**config.mk**
```make
export PLATFORM = sky130hd
export DESIGN_NAME = dual_mode_modsub_pipe
export DESIGN_NICKNAME = d
export VERILOG_FILES = /design/src/rtl/dual_mode_modsub_pipe_pkg.sv /design/src/rtl/mod_half_lane.sv /design/src/rtl/dual_mode_modsub_pipe.sv
export SDC_FILE = /design/constraint.sdc
export NUM_CORES = 1
export LEC_CHECK = 0
export ABC_AREA = 1
export ABC_CLOCK_PERIOD_IN_PS = 2700
export BUFFER_PORTS_ARGS = -buffer_cell sky130_fd_sc_hd__buf_2
export CAP_MARGIN = 20
export CELL_PAD_IN_SITES_DETAIL_PLACEMENT = 1
export CELL_PAD_IN_SITES_GLOBAL_PLACEMENT = 1
export CORE_ASPECT_RATIO = 2
export CORE_MARGIN = 3
export CORE_UTILIZATION = 42
export CTS_BUF_LIST = sky130_fd_sc_hd__clkbuf_16
export CTS_CLUSTER_DIAMETER = 30
export DETAILED_ROUTE_END_ITERATION = 8
export PLACE_DENSITY = 0.86
export SETUP_SLACK_MARGIN = 0.05
export SLEW_MARGIN = 20
export SYNTH_ARGS = -nofsm -noshare
export SYNTH_HDL_FRONTEND = slang
export SYNTH_SLANG_ARGS = --single-unit
```
**constraint.sdc**
```tcl
create_clock -name clk -period 2.7 [get_ports clk]
set_input_delay 0.54 -clock clk [delete_from_list [all_inputs] [get_ports clk]]
set_output_delay 0.54 -clock clk [all_outputs]
set_load 0.01 [all_outputs]
```
**src/rtl/dual_mode_modsub_pipe_pkg.sv**
```systemverilog
// Shared constants and types for the dual-mode modular subtract/add pipe.
// Moduli, lane widths, mode encoding and the stage-1 bundle.
package dual_mode_modsub_pipe_pkg;

  localparam int KQ = 3329;
  localparam int DQ = 8380417;

  localparam int KW = 12;
  localparam int DW = 24;

  typedef enum logic {
    MODE_KYBER = 1'b0,
    MODE_DIL   = 1'b1
  } mode_e;

  typedef struct packed {
    logic          v;
    mode_e         mode;
    logic          half;
    logic [DW-1:0] r;
  } s1_t;

endpackage

```
**src/rtl/mod_half_lane.sv**
```systemverilog
// Multiply a reduced value by 2^-1 mod Q (Q odd).
// Ports: r = value in [0, Q), h = r * 2^-1 mod Q.
module mod_half_lane #(
  parameter int W = 12,
  parameter int Q = 3329
) (
  input  logic [W-1:0] r,
  output logic [W-1:0] h
);

  localparam logic [W:0] QW = (W+1)'(Q);

  // One extra bit so r + Q cannot overflow before the shift.
  logic [W:0] sum;

  assign sum = {1'b0, r} + QW;
  assign h   = r[0] ? sum[W:1] : {1'b0, r[W-1:1]};

endmodule

```
**src/rtl/dual_mode_modsub_pipe.sv**
```systemverilog
// Two-stage modular butterfly partner: dual 12-bit (a-b) mod KQ or
// 24-bit (a+b) mod DQ, optional halving, valid/ready flow control.
// Ports: clk, rst (async high); in_valid/in_ready/in_a/in_b/in_mode/
// in_half; out_valid/out_ready/out_data; op_cnt with cnt_clr.
module dual_mode_modsub_pipe
  import dual_mode_modsub_pipe_pkg::*;
#(
  parameter int CNT_W = 16
) (
  input  logic             clk,
  input  logic             rst,
  input  logic             in_valid,
  output logic             in_ready,
  input  logic [DW-1:0]    in_a,
  input  logic [DW-1:0]    in_b,
  input  logic             in_mode,
  input  logic             in_half,
  output logic             out_valid,
  input  logic             out_ready,
  output logic [DW-1:0]    out_data,
  output logic [CNT_W-1:0] op_cnt,
  input  logic             cnt_clr
);

  localparam logic [KW-1:0] KQ_V = KW'(KQ);
  localparam logic [DW+1:0] DQ_V = (DW+2)'(DQ);

  logic en;

  assign en       = !out_valid || out_ready;
  assign in_ready = en;

  // Stage 1: Kyber lanes subtract independently.
  logic [KW:0]   d0;
  logic [KW:0]   d1;
  logic [KW-1:0] k0;
  logic [KW-1:0] k1;

  assign d0 = {1'b0, in_a[KW-1:0]} - {1'b0, in_b[KW-1:0]};
  assign d1 = {1'b0, in_a[DW-1:KW]} - {1'b0, in_b[DW-1:KW]};
  // On borrow the low 12 bits hold a-b+4096; adding KQ mod 4096
  // yields a-b+KQ.
  assign k0 = d0[KW] ? d0[KW-1:0] + KQ_V : d0[KW-1:0];
  assign k1 = d1[KW] ? d1[KW-1:0] + KQ_V : d1[KW-1:0];

  // Stage 1: Dilithium add with a single conditional subtract.
  logic [DW:0]   s;
  logic [DW+1:0] t;
  logic [DW-1:0] dr;

  assign s  = {1'b0, in_a} + {1'b0, in_b};
  assign t  = {1'b0, s} - DQ_V;
  assign dr = t[DW+1] ? s[DW-1:0] : t[DW-1:0];

  s1_t s1_d;
  s1_t s1_q;

  always_comb begin
    s1_d      = '0;
    s1_d.v    = in_valid;
    s1_d.mode = mode_e'(in_mode);
    s1_d.half = in_half;
    unique case (1'b1)
      (in_mode == MODE_DIL): s1_d.r = dr;
      default:               s1_d.r = {k1, k0};
    endcase
  end

  always_ff @(posedge clk or posedge rst) begin
    if (rst) begin
      s1_q <= '0;
    end else if (en) begin
      s1_q <= s1_d;
    end
  end

  // Stage 2: optional halving, per lane or whole word.
  logic [KW-1:0] h0;
  logic [KW-1:0] h1;
  logic [DW-1:0] hd;
  logic [DW-1:0] res;

  mod_half_lane #(.W(KW), .Q(KQ)) u_half_k0 (
    .r (s1_q.r[KW-1:0]),
    .h (h0)
  );

  mod_half_lane #(.W(KW), .Q(KQ)) u_half_k1 (
    .r (s1_q.r[DW-1:KW]),
    .h (h1)
  );

  mod_half_lane #(.W(DW), .Q(DQ)) u_half_d (
    .r (s1_q.r),
    .h (hd)
  );

  always_comb begin
    res = s1_q.r;
    if (s1_q.half) begin
      unique case (1'b1)
        (s1_q.mode == MODE_DIL): res = hd;
        default:                 res = {h1, h0};
      endcase
    end
  end

  always_ff @(posedge clk or posedge rst) begin
    if (rst) begin
      out_valid <= 1'b0;
      out_data  <= '0;
    end else if (en) begin
      out_valid <= s1_q.v;
      out_data  <= res;
    end
  end

  always_ff @(posedge clk or posedge rst) begin
    if (rst) begin
      op_cnt <= '0;
    end else if (cnt_clr) begin
      op_cnt <= '0;
    end else if (out_valid && out_ready) begin
      op_cnt <= op_cnt + 1'b1;
    end
  end

endmodule

```
* After elaboration in Yosys (flattened, before gate mapping)
Index checks and enable logic that the tools add are counted.
** Cells by class
- Muxes and demuxes :: 11
- $lt $le $gt $ge :: 0
- $add $sub $neg :: 10
- Reductions and logical operators :: 4
- Multiply operators :: 0
- Bitwise gates (word level) :: 0
- Divide/modulo/power cells :: 0
- Eq/ne operators :: 0
- Shift operators :: 0
** Operators with widths (number)
- 2-to-1 mux 24 bit :: 5
- 2-to-1 mux 12 bit :: 4
- 2-to-1 mux 16 bit :: 2
- adder 12 x 12 -> 13 bit (second input constant) :: 2
- subtractor 12 x 12 -> 13 bit :: 2
- subtractor 25 x 23 -> 26 bit (second input constant) :: 1
- adder 24 x 23 -> 25 bit (second input constant) :: 1
- adder 24 x 24 -> 25 bit :: 1
- adder 12 bit (second input constant) :: 2
- adder 16 x 1 -> 16 bit (second input constant) :: 1
- nonzero test 2 bit :: 1
- logical AND 1 bit :: 1
- zero test 1 bit :: 1
- logical OR 1 bit :: 1
** Word-level totals
- Memory bits (writable) :: 0
- Memories :: 0
- Latch bits :: 0
- Word-level logic and storage cells :: 32
- Input bits :: 55
- Output and inout port bits :: 42
- ROM bits :: 0
- Register bits :: 68

* Longest topological paths before layout
Gate-level depths: netlist of run 1.
- Depth in word-level cells :: 4
- Gate-level depth with buffers :: 25
- Depth with buffers taken out :: 24

* Cells and area by module
From an unflattened synthesis of run 1, not the netlist that was laid out.
** Unflattened totals
- Cell total of the unflattened synthesis :: 1563
- Area, all modules :: 9080.0 sq um
** Modules (own cells, without submodules)
- dual_mode_modsub_pipe :: seq. area each 1701.6 sq um, area an instance 7823.8 sq um, times used 1, cells each 1311
- mod_half_lane (u_half_d) :: seq. area each 0.0 sq um, area an instance 668.1 sq um, times used 1, cells each 130
- mod_half_lane (u_half_k0 ...) :: seq. area each 0.0 sq um, area an instance 294.0 sq um, times used 2, cells each 61

* Least setup slack after synthesis of run 1
Ideal clock, no wire load.
- Path type :: input port to flip-flop
- From :: in in_a[0]
- To :: reg s1_q[9] (netlist name)
- Data required time :: 2.577 ns
- Setup slack :: -0.124 ns
- Path buffers :: 1
- Stages :: 18
- Arrival :: 2.700 ns
- Cells stage by stage :: ha_1 > fa_1 > nand2_2 > nand2_2 > and2_4 > nand2_1 > nand3_1 > nand2_1 > nand2_1 > nand2_1 > nand2_1 > nor2_2 > nand2_2 > o21bai_4 > buf_4 > nand3_1 > nand3_1 > a21oi_1
** Between the ends
- Word-level cells in the longest chain between the ends :: 4
- Elaborated cells on any way between the ends :: 7
- Those cells by class :: add/sub (4); mux (3)
** Ends and longest elaborated chain
- start, declared :: line dual_mode_modsub_pipe.sv:14 : input logic [DW-1:0] in_a,
- adder 24 x 24 -> 25 bit or subtractor 12 x 12 -> 13 bit (tied branches) :: line dual_mode_modsub_pipe.sv:51, dual_mode_modsub_pipe.sv:39
- subtractor 25 x 23 -> 26 bit or adder 12 bit (tied branches) :: line dual_mode_modsub_pipe.sv:52, dual_mode_modsub_pipe.sv:43
- 2-to-1 mux 24 bit or 2-to-1 mux 12 bit (tied branches) :: line dual_mode_modsub_pipe.sv:53, dual_mode_modsub_pipe.sv:43
- 2-to-1 mux 24 bit * :: line dual_mode_modsub_pipe.sv:63 : unique case (1'b1)
- end signal, assigned :: line dual_mode_modsub_pipe.sv:71 : s1_q <= '0;
- end signal, assigned :: line dual_mode_modsub_pipe.sv:73 : s1_q <= s1_d;
- end, declared :: line dual_mode_modsub_pipe.sv:56 : s1_t s1_q;
Mark *: on every way between the ends. The rest lies on a longest branch, timed or not.
A chain may end at the register's enable or synchronous reset.

* Final worst setup path of run 1
- From :: in in_b[21]
- To :: reg s1_q[15] (netlist name)
** Between the ends
- Word-level cells in the longest chain between the ends :: 4
- Elaborated cells on any way between the ends :: 6
- Those cells by class :: add/sub (3); mux (3)
** Ends and longest elaborated chain
- start, declared :: line dual_mode_modsub_pipe.sv:15 : input logic [DW-1:0] in_b,
- adder 24 x 24 -> 25 bit :: line dual_mode_modsub_pipe.sv:51 : assign s = {1'b0, in_a} + {1'b0, in_b};
- subtractor 25 x 23 -> 26 bit :: line dual_mode_modsub_pipe.sv:52 : assign t = {1'b0, s} - DQ_V;
- 2-to-1 mux 24 bit :: line dual_mode_modsub_pipe.sv:53 : assign dr = t[DW+1] ? s[DW-1:0] : t[DW-1:0];
- 2-to-1 mux 24 bit * :: line dual_mode_modsub_pipe.sv:63
Marks and branches as above.

==> flow_summary.ini, run 1 <==
[pwr]
power_density_nw_per_um2 = 572
cellLeakagePower_nw = 6.26
power_mw = 7.04
ir_drop_mv = 0.466

[synthesis]
synth-simple-area-share_pct = 38.3
syn_avg_cell_area_sq_um = 5.97
synthArstFlopShare_pct = 100
synth_edf_count = 0
synth_top_family_by_area = simple AND/OR/NAND/NOR gates
synth_top_area_share_pct = 20.7
yosysTopAreaCell = dfrtp_1
ys_seq_area_share_pct = 20.7
yosysWarningCount = 0
ys_ff_latch = 68
synth_top_flop_cell = dfrtp_1
muxShareOfSynthArea_pct = 0
ys_types = 51
synth.area.top_cells = dfrtp_1, nand2_1, inv_1
syn_nets = 1493
synthAdderAreaFrac_pct = 9.08
synth-xor-area-share_pct = 4.03
synthCells = 1380
synth_area_sq_um = 8240
synth_compound_area_share_pct = 15.9

[critical_path]
critical_path_class = in2reg
worstRegToRegCells = 11
arrival_ns = 3.87
startpoint_type = input port
rrSetupSlack_ns = -0.11
cp.required_ns = 2.90
crit_path_end_kind = flip-flop
r2r-start = s1_q[0]$_DFFE_PP0P_
cp_max_fo = 8
r2r-end = out_data[8]$_DFFE_PP0P_

[placed_design]
hpwlAfterDp_mm = 28.5
globalplace.congestion = 0.915
placed_cell_area_sq_um = 10700
port_buffers = 96
place_ws_ns = -0.657
dp_cells = 1920

[floorplan]
initial_core_util_pct = 43.3
die-height_um = 204
placementRows = 71
ios = 97
die_x_um = 105
die-area_sq_um = 21400
core_area_sq_um = 19000

[clock_tree]
postCtsHoldBufs = 0
cts.clk_slew.worst_paths_ns = 0.07
cts_max_path_buffers = 2
numCtsBuffers = 9
insertion_delay_ns = 0.36
cts_tree = done
clock-root-buffer = clkbuf_16
htree_levels = 3
clkSinkCount = 68

[timing]
min_period_over_period_pct = 136
finalCriticalPeriod_ns = 3.67
setup-tns-final_ns = -18.07
worst_slack_ns = -0.970
setup_viol = 29
worst_slew_pin_slew_ns = 0.891
hold_slack_ns = 0.310
report.final.slew_viol_count = 0
max_freq_mhz = 272
rsz0062_at_grt = yes
final_hold_viol_count = 0
slew_headroom_pct = 40.5
skew_ns = 0.0130

[route]
routed_wl_mm = 59.1
wl_per_cell_um = 30.0
drcViolationCount = 0
viasPerCell = 6.85
first_pass_iters = 7
drt-initial-drc-count = 1442
ant_nets = 0
vias = 13505

[layout]
design_area_sq_um = 12300
nets = 1825
instances_no_fill = 1971
drive_gt1_share_pct = 38.2
syn2layout_area_growth_pct = 49.3
diodes = 0
fin_util_pct = 64.7

[outcome]
violations = setup timing
outcome = finished, violations left

[global_route]
grt.overflow.total = 0
antenna_found_initial = 0
track_usage_pct = 42.9
grt_first_pass_wirelength_mm = 72.7
grt_max_degree = 55
grt_pass1_vias = 13641

[job]
max-cap-violations = 0

[worst_hold_path]
holdCritPathClass = in2async
layer usage:
metal,GRT usage (%),up-vias,share of wire [%]
li1,-,5106,-
met1,38.5,6272,30
met2,76.6,1406,46
met5,0,-,0
met4,44.2,0,14
met3,8.41,721,9.9
logic make-up after synthesis:
family                     count (synthesis)
buffers and inverters                    250
xor gates and xnor gates                  37
DFF                                       68
adders and majority gates                 58
and+or+nand+nor                          732
AOI/OAI and AO/OA                        235
where the power goes:
part           switching (mW)  internal, mW  total [mW]
clock                   0.534         0.704        1.24
sequential              0.322          1.24        1.57
combinational            2.75          1.48        4.24
total                    3.61          3.43        7.04
flip-flops by register name, summed over array words and instances, names as in the netlist:
name and count:
op_cnt 16, out_data 24, out_valid 1, s1_q 27
placed cells by master (no fill, tap or decap), types with 6 or more instances in the layout:
cell type,instances
nand3_1,97
nand3_2,19
ha_1,34
inv_1,180
nand3b_1,6
nor2_2,30
nor3_1,23
inv_2,27
clkbuf_16,9
buf_6,10
ha_4,17
o21ai_0,86
o21ai_2,7
xor2_2,7
xor2_1,25
o21bai_1,6
nor2_4,22
buf_4,255
nor2_1,89
nand2_1,314
nand4_1,23
o31ai_1,6
a31oi_1,10
buf_2,93
nand2_2,74
a21oi_1,63
nand2_4,18
dfrtp_1,68
a21oi_2,31
synthesized netlist by cell type, types with 2 or more instances:
master / instances
nand2_1: 391
inv_1: 189
nor2_1: 127
nand3_1: 117
a21oi_1: 91
o21ai_0: 89
dfrtp_1: 68
ha_1: 55
xor2_1: 32
nor3_1: 28
clkbuf_1: 25
nand4_1: 23
inv_2: 18
nand2_2: 15
a31oi_1: 12
nor2_2: 10
buf_4: 8
o21ai_1: 8
nand3b_1: 6
o21bai_1: 6
o31ai_1: 6
a21oi_2: 5
buf_2: 5
nor2_4: 4
nor4_1: 4
xnor2_1: 4
a21o_1: 3
buf_6: 3
fa_1: 3
o211ai_1: 3
nand3_2: 2
timing repair:
item / CTS / global route
endpoints found under the setup margin: 24 / 26
pin swaps: 49 / 53
buffers inserted: 21 / 15
cloned: 2 / 0
endpoints found under the hold margin: 0 / 0
gates resized for setup: 130 / 157
critical path, cell delays in order:
cell and delay, ns:
buf_2 0.09, inv_1 0.05, ha_1 0.32, inv_1 0.13, a21oi_1 0.53, nand2_1 0.21, a21oi_1 0.32, nand3_1 0.16
nand2_1 0.11, nand2_2 0.08, nor2_2 0.12, nand2_2 0.11, o21bai_4 0.21, buf_6 0.20, nand2_2 0.08, nand2_2 0.08
nand2_1 0.07, a21oi_1 0.44
worst max path at each step:
stage	from	endpoint	slack, ns
after detailed placement	in_b[6]	s1_q[2]$_DFFE_PP0P_	-0.66
after CTS	in_b[0]	s1_q[12]$_DFFE_PP0P_	-0.05
after global placement	in_b[6]	s1_q[18]$_DFFE_PP0P_	-0.45
final	in_b[21]	s1_q[15]$_DFFE_PP0P_	-0.97
after global routing	in_b[10]	s1_q[21]$_DFFE_PP0P_	-1.01
after floorplan	in_a[0]	s1_q[4]$_DFFE_PP0P_	-0.02
final cells by class:
type / instances / area [sq um]
sequential: 68 / 1700
clock buffer: 9 / 225
clock inverter: 6 / 57.6
timing repair buffer: 363 / 2580
multi-input combinational: 1062 / 6630
fill: 2553 / 6710
tap: 255 / 319
inverter: 208 / 783
Power figures use the tool's default switching activity.
==> run 2, diff against run 1 <==
--- a/config.mk
+++ b/config.mk
@@ -12,14 +12,13 @@
 export CELL_PAD_IN_SITES_DETAIL_PLACEMENT = 1
 export CELL_PAD_IN_SITES_GLOBAL_PLACEMENT = 1
 export CORE_ASPECT_RATIO = 2
-export CORE_MARGIN = 3
 export CORE_UTILIZATION = 42
 export CTS_BUF_LIST = sky130_fd_sc_hd__clkbuf_16
 export CTS_CLUSTER_DIAMETER = 30
 export DETAILED_ROUTE_END_ITERATION = 8
 export PLACE_DENSITY = 0.86
+export REMOVE_ABC_BUFFERS = 1
 export SETUP_SLACK_MARGIN = 0.05
-export SLEW_MARGIN = 20
 export SYNTH_ARGS = -nofsm -noshare
 export SYNTH_HDL_FRONTEND = slang
 export SYNTH_SLANG_ARGS = --single-unit
==> flow_summary.ini, run 2 <==
[outcome]
outcome = stopped before the end
failed_stage = global routing
error_line = [ERROR GRT-0232] Routing congestion too high. Check the congestion heatmap in the GUI.

[synthesis]
syn_avg_cell_area_sq_um = 5.97
synth_edf_count = 0
synth.area.top_cells = dfrtp_1, nand2_1, inv_1
yosysMostFrequentCell = nand2_1
synth_top_area_share_pct = 20.7
synth_area_sq_um = 8240
ys_types = 51
synthArstFlopShare_pct = 100
ys_ff_latch = 68
ys_seq_area_share_pct = 20.7
synthTopCellsByCount = nand2_1, inv_1, nor2_1
synth_top_flop_cell = dfrtp_1
yosysTopAreaCell = dfrtp_1
yosysWarningCount = 0
synthCells = 1380

[global_route]
track_usage_pct = 59.6
grt.overflow.total = 2
grt_max_degree = 55

[placed_design]
dp_cells = 1919
hpwlAfterDp_mm = 27.8
globalplace.congestion = 0.907
port_buffers = 96
place_ws_ns = -0.703
placed_cell_area_sq_um = 10500

[timing]
worstEpCategory = register data pin
postGrtWorstEndpoint = s1_q[16]$_DFFE_PP0P_/D

[clock_tree]
cts_max_path_buffers = 2
clock-root-buffer = clkbuf_16
htree_levels = 3
numCtsBuffers = 9
clkSinkCount = 68

[floorplan]
die_x_um = 101
placementRows = 72
die-height_um = 200
ios = 97
initial_core_util_pct = 42.7
[run 2: cell counts after synthesis]
No cell type changed its count.
[run 2: cell families after synthesis]
kind of cell / after synthesis / share of synthesized area [%]
compound gates: 235 / 15.9
flops: 68 / 20.7
fa+ha+maj: 58 / 9.08
buf+inv: 250 / 12.1
simple gates: 732 / 38.3
xor+xnor: 37 / 4.03
[run 2: stage by stage]
step	util (%)	TNS, ns
2_1_floorplan	-	-21.50
3_3_place_gp	54.6	-10.79
3_5_place_dp	54.6	-14.39
4_1_cts	59.1	-0.619
[run 2: timing repair]
action | 4_1_cts
resized for setup | 99
hold buffers | 0
setup endpoints to repair | 24
hold endpoints to repair | 0
setup buffers | 14
gates cloned | 1
pin swaps | 34
[run 2: metal layers]
layer	overflow	track usage (%)
met5	0	1.79
met1	0	53.0
met3	0	32.1
met2	0	88.3
met4	2	69.4
==> run 3, diff against run 2 <==
==> config.mk (replaced) <==
export PLATFORM = sky130hd
export DESIGN_NAME = dual_mode_modsub_pipe
export DESIGN_NICKNAME = d
export VERILOG_FILES = /design/src/rtl/dual_mode_modsub_pipe_pkg.sv /design/src/rtl/mod_half_lane.sv /design/src/rtl/dual_mode_modsub_pipe.sv
export SDC_FILE = /design/constraint.sdc
export NUM_CORES = 1
export LEC_CHECK = 0
export ABC_AREA = 1
export ABC_CLOCK_PERIOD_IN_PS = 2700
export BUFFER_PORTS_ARGS = -buffer_cell sky130_fd_sc_hd__buf_2
export CAP_MARGIN = 20
export CORE_UTILIZATION = 30
export DETAILED_ROUTE_END_ITERATION = 8
export PLACE_DENSITY_LB_ADDON = 0.15
export REMOVE_ABC_BUFFERS = 1
export SYNTH_ARGS = -nofsm -noshare
export SYNTH_HDL_FRONTEND = slang
export SYNTH_SLANG_ARGS = --single-unit
==> flow_summary.ini, run 3 (synthesized netlist as in run 1, its figures left out) <==
[critical_path]
crit_chain = buf_8 -> ha_4 -> fa_2 -> nand2_2 -> nand2_4 -> and2_4 -> xor2_4 -> nor2_1 -> nand2_1 -> nor2_2 -> nand3_2 -> nand3_4 -> o21bai_4 -> buf_6 -> nand2_1 -> inv_1 -> nand2_1 -> nand2_1 -> nand2_1 -> nand2_1
crit_path_end_kind = flip-flop
crit_cells = 20
critical_path_class = in2reg
cp_num_buf_inv = 3
cp.required_ns = 2.92
rrSetupSlack_ns = 0.66
worstRegToRegCells = 9
cp_max_fo = 4
startpoint_type = input port
critical-path-max-stage-delay_ns = 0.35
arrival_ns = 2.88
critical_path.top_delay_family = simple AND/OR/NAND/NOR gates
crit_path_frequent_cell = nand2_1
slowest_stage = fa_2

[clock_tree]
cts_max_path_buffers = 2
postCtsHoldBufs = 0
htree_levels = 3
cts_tree = done
cts.clk_slew.worst_paths_ns = 0.06
insertion_delay_ns = 0.33
numCtsBuffers = 9
clock-root-buffer = clkbuf_16
clkSinkCount = 68

[timing]
slew_headroom_pct = 55.4
setup_viol = 0
finalCriticalPeriod_ns = 2.66
min_period_over_period_pct = 98.4
skew_ns = 0.00949
final_hold_viol_count = 0
worst_slack_ns = 0.0438
rsz0062_at_grt = yes
hold_slack_ns = 0.297
max_freq_mhz = 376
worst_slew_pin_slew_ns = 0.668
report.final.slew_viol_count = 0

[route]
wl_per_cell_um = 12.8
vias = 9443
viasPerCell = 4.64
first_pass_iters = 5
drcViolationCount = 0
drt-initial-drc-count = 451
routed_wl_mm = 26.1
ant_nets = 0

[layout]
final_common_cell = nand2_1
drive_gt1_share_pct = 31.1
syn2layout_area_growth_pct = 42.1
instances_no_fill = 2033
top_regs = s1_q (27), out_data (24), op_cnt (16)
layout_common_cells = nand2_1, buf_4, inv_1
largest_reg_flops = 27
diodes = 0
fin_util_pct = 43.4
nets = 1802
top_register = s1_q
fillCellCount = 2919

[global_route]
grt_max_degree = 55
antenna_found_initial = 0
grt.overflow.total = 0
grt_first_pass_wirelength_mm = 43.2
grt_pass1_vias = 8857
track_usage_pct = 18.6

[floorplan]
initial_core_util_pct = 30.6
ios = 97
die-area_sq_um = 28100
die-height_um = 168
die_x_um = 168
placementRows = 60
core_area_sq_um = 27000

[pwr]
switching_power_mw = 2.36
pwr-share-seq_pct = 25.9
combPwrFrac_pct = 54.5
cellLeakagePower_nw = 6.02
power_density_nw_per_um2 = 481
clkPwrFrac_pct = 19.6
internal-power_mw = 3.27
swShare_pct = 41.9
ir_drop_mv = 0.329

[job]
max-cap-violations = 0

[placed_design]
dp_cells = 2004
place_ws_ns = -0.533
port_buffers = 96
globalplace.congestion = 0.946
hpwlAfterDp_mm = 21.4

[outcome]
outcome = finished, final reports clean

[worst_hold_path]
holdCritPathClass = in2async
==> run 3: through the flow <==
step | setup TNS, ns | cell area [sq um] | power (mW)
after global placement | -9.74 | 10700 | 4.30
after global routing | -1.26 | 11700 | 6.11
after floorplan | -21.50 | 8020 | 3.05
after detailed placement | -10.71 | 10700 | 4.32
after CTS | -0.00768 | 11200 | 5.54
final | 0 | 11700 | 5.63
==> run 3: path summary, 6_finish.rpt <==
check | startpoint | to
max | in_a[0] | s1_q[23]$_DFFE_PP0P_
min | rst | out_data[1]$_DFFE_PP0P_
max reg2reg | s1_q[12]$_DFFE_PP0P_ | out_data[16]$_DFFE_PP0P_
min reg2reg | s1_q[26]$_DFFE_PP0P_ | out_valid$_DFFE_PP0P_
max in group asynchronous | rst | out_valid$_DFFE_PP0P_
min in group clk | in_half | s1_q[24]$_DFFE_PP0P_
==> run 3: worst register-to-register path, cell delays in order, from the launching register on <==
cell and delay (ns):
dfrtp_1 0.48, inv_1 0.15, nor3_1 0.47, nand3_1 0.24, nand3_1 0.12, o41ai_1 0.09, a21oi_1 0.12, o21ai_0 0.08
o21ai_0 0.08, o21ai_0 0.08
==> run 3: repair_timing <==
item                                    in CTS  in global routing
gates cloned                                 1                  0
gates resized for setup                     42                114
endpoints found under the setup margin      24                 24
pin swaps                                   12                 41
buffers inserted                             8                  8
==> run 3: final cells by class <==
class	count	area [sq um]	area share, %
clock buffers	12	267	2.28
clock inverters	2	10.0	0.0855
inverters	208	781	6.67
multi-input cells	1062	6140	52.5
flip-flops and latches	68	1700	14.5
well taps	341	427	3.65
repair buffers	340	2380	20.3
==> run 3: power groups by stage <==
stage	Combinational, mW	Clock (mW)	Sequential [mW]
after floorplan	1.54	0	1.51
after global placement	2.82	0	1.47
after detailed placement	2.84	0	1.48
after CTS	2.94	1.13	1.46
after global routing	3.45	1.18	1.49
final	3.07	1.10	1.46
==> run 3: metal layers <==
layer,routed length [um],GRT usage (%),vias up
met4,289,3.95,0
met1,13200,26.1,4229
li1,-,-,5062
met2,12000,31.3,134
met5,0,0,-
met3,562,1.18,18
==> run 4, diff against run 3 <==
--- a/config.mk
+++ b/config.mk
@@ -9,6 +9,7 @@
 export ABC_CLOCK_PERIOD_IN_PS = 2700
 export BUFFER_PORTS_ARGS = -buffer_cell sky130_fd_sc_hd__buf_2
 export CAP_MARGIN = 20
+export CORE_ASPECT_RATIO = 2
 export CORE_UTILIZATION = 30
 export DETAILED_ROUTE_END_ITERATION = 8
 export PLACE_DENSITY_LB_ADDON = 0.15
==> flow_summary.ini, run 4 (synthesized netlist as in run 1, its figures left out) <==
[floorplan]
die-height_um = 236
initial_core_util_pct = 30.6
die-area_sq_um = 28200
die_x_um = 119
placementRows = 85
core_area_sq_um = 26900
ios = 97

[pwr]
power_density_nw_per_um2 = 505
swShare_pct = 40.6
pwr-share-seq_pct = 24.0
internal-power_mw = 3.63
cellLeakagePower_nw = 6.22
combPwrFrac_pct = 52.8
switching_power_mw = 2.48
ir_drop_mv = 0.321
clkPwrFrac_pct = 23.1

[timing]
finalCriticalPeriod_ns = 2.71
slew_headroom_pct = 53.3
worst_slew_pin_slew_ns = 0.700
rsz0062_at_grt = yes
min_period_over_period_pct = 100
final_hold_viol_count = 0
skew_ns = 0.00790
worst_slack_ns = -0.00565
report.final.slew_viol_count = 0
setup_viol = 1
max_freq_mhz = 370

[placed_design]
port_buffers = 96
hpwlAfterDp_mm = 24.5
placed_cell_area_sq_um = 10800
globalplace.congestion = 0.898

[route]
drcViolationCount = 0
drt-initial-drc-count = 243
ant_nets = 0
routed_wl_mm = 29.1
first_pass_iters = 4
vias = 9826
wl_per_cell_um = 14.1
viasPerCell = 4.77

[clock_tree]
clock-root-buffer = clkbuf_16
cts_tree = done
insertion_delay_ns = 0.35
cts.clk_slew.worst_paths_ns = 0.06
postCtsHoldBufs = 0
htree_levels = 3
numCtsBuffers = 9
cts_max_path_buffers = 2
clkSinkCount = 68

[outcome]
outcome = finished, violations left
violations = setup timing

[layout]
largest_reg_flops = 27
diodes = 0
fin_util_pct = 44.9
final_common_cell = nand2_1
nets = 1822
syn2layout_area_growth_pct = 46.8
design_area_sq_um = 12100
top_register = s1_q
top_regs = s1_q (27), out_data (24), op_cnt (16)
layout_common_cells = nand2_1, buf_4, inv_1
fillCellCount = 2921
drive_gt1_share_pct = 33.8

[critical_path]
critical_path_class = in2reg
crit_path_end_kind = flip-flop
arrival_ns = 2.98
startpoint_type = input port
cp_max_fo = 6
worstRegToRegCells = 11
cp.required_ns = 2.98

[job]
max-cap-violations = 0

[global_route]
grt_max_degree = 55
grt_first_pass_wirelength_mm = 47.0
grt.overflow.total = 0
grt_pass1_vias = 10085
antenna_found_initial = 0
track_usage_pct = 21.0

[worst_hold_path]
holdCritPathClass = in2async
run 4: cell types whose count changed in the layout (fill, tap and decap cells not counted), sizes merged:
cell / before / now
clkinvlp: 0 / 1
inv: 207 / 208
bufinv: 0 / 3
clkinv: 3 / 1
buf: 340 / 359
run 4: area by class of cell:
cell class	count	area, sq um	share of cell area, %
inverter	208	781	6.46
clock inverter	5	106	0.880
timing repair buffer	360	2560	21.2
clock buffer	11	253	2.09
sequential	68	1700	14.1
tap	348	435	3.60
multi-input combinational	1062	6250	51.7
run 4: worst max-delay path, cell delays in order:
cell and delay (ns):
buf_2 0.09, inv_1 0.04, ha_2 0.40, inv_1 0.09, a21oi_2 0.20, nand2_1 0.12, a21oi_1 0.22, nand2_2 0.09
nand2_2 0.07, nand2_2 0.07, nor2_4 0.14, nand2_4 0.08, o21bai_4 0.18, buf_6 0.16, clkbuf_16 0.16, nand2_2 0.05
nand2_2 0.06, nand3_2 0.06, a21oi_2 0.15
run 4: stage by stage:
stage          cells  hold slack, ns  total power, mW  worst slack, ns  setup TNS (ns)
2_1_floorplan   1338           0.420             3.05           -0.729          -21.50
3_3_place_gp    2027           0.430             4.39           -0.534          -11.76
3_5_place_dp    2027           0.448             4.41           -0.555          -12.17
4_1_cts         2054           0.140             5.99          0.00808               0
5_1_grt         2062           0.145             6.58           -0.153           -2.27
6_report        2062           0.136             6.11         -0.00565        -0.00565
run 4: timing repair:
item	CTS	global route
pin swaps	13	47
resized for setup	73	117
gates cloned	1	1
buffers inserted	10	8
hold endpoints to repair	0	0
endpoints found under the setup margin	24	24
run 4: power by group through the flow:
stage	Clock [mW]	Sequential, mW	Combinational (mW)
after CTS	1.45	1.47	3.07
after detailed placement	0	1.49	2.93
after global routing	1.48	1.51	3.59
final	1.41	1.47	3.23
after global placement	0	1.48	2.91
after floorplan	0	1.51	1.54
run 4: layer usage:
metal,track usage (%),part of all wire (%),vias up
met5,0,0,-
met4,13.3,6.1,0
met3,1.57,1.5,84
met2,44.1,59,157
met1,18.2,33,4487
li1,-,-,5098
run 4: final timing paths:
path                                       from                       end  slack [ns]
max in group asynchronous                   rst     out_valid$_DFFE_PP0P_        1.83
min in group clk                        in_half      s1_q[24]$_DFFE_PP0P_        0.41
hold / removal                              rst  out_data[19]$_DFFE_PP0P_        0.14
hold reg to reg            s1_q[26]$_DFFE_PP0P_     out_valid$_DFFE_PP0P_        0.46
setup reg to reg            s1_q[0]$_DFFE_PP0P_  out_data[21]$_DFFE_PP0P_        0.52
setup / recovery                       in_b[15]       s1_q[3]$_DFFE_PP0P_      -0.006
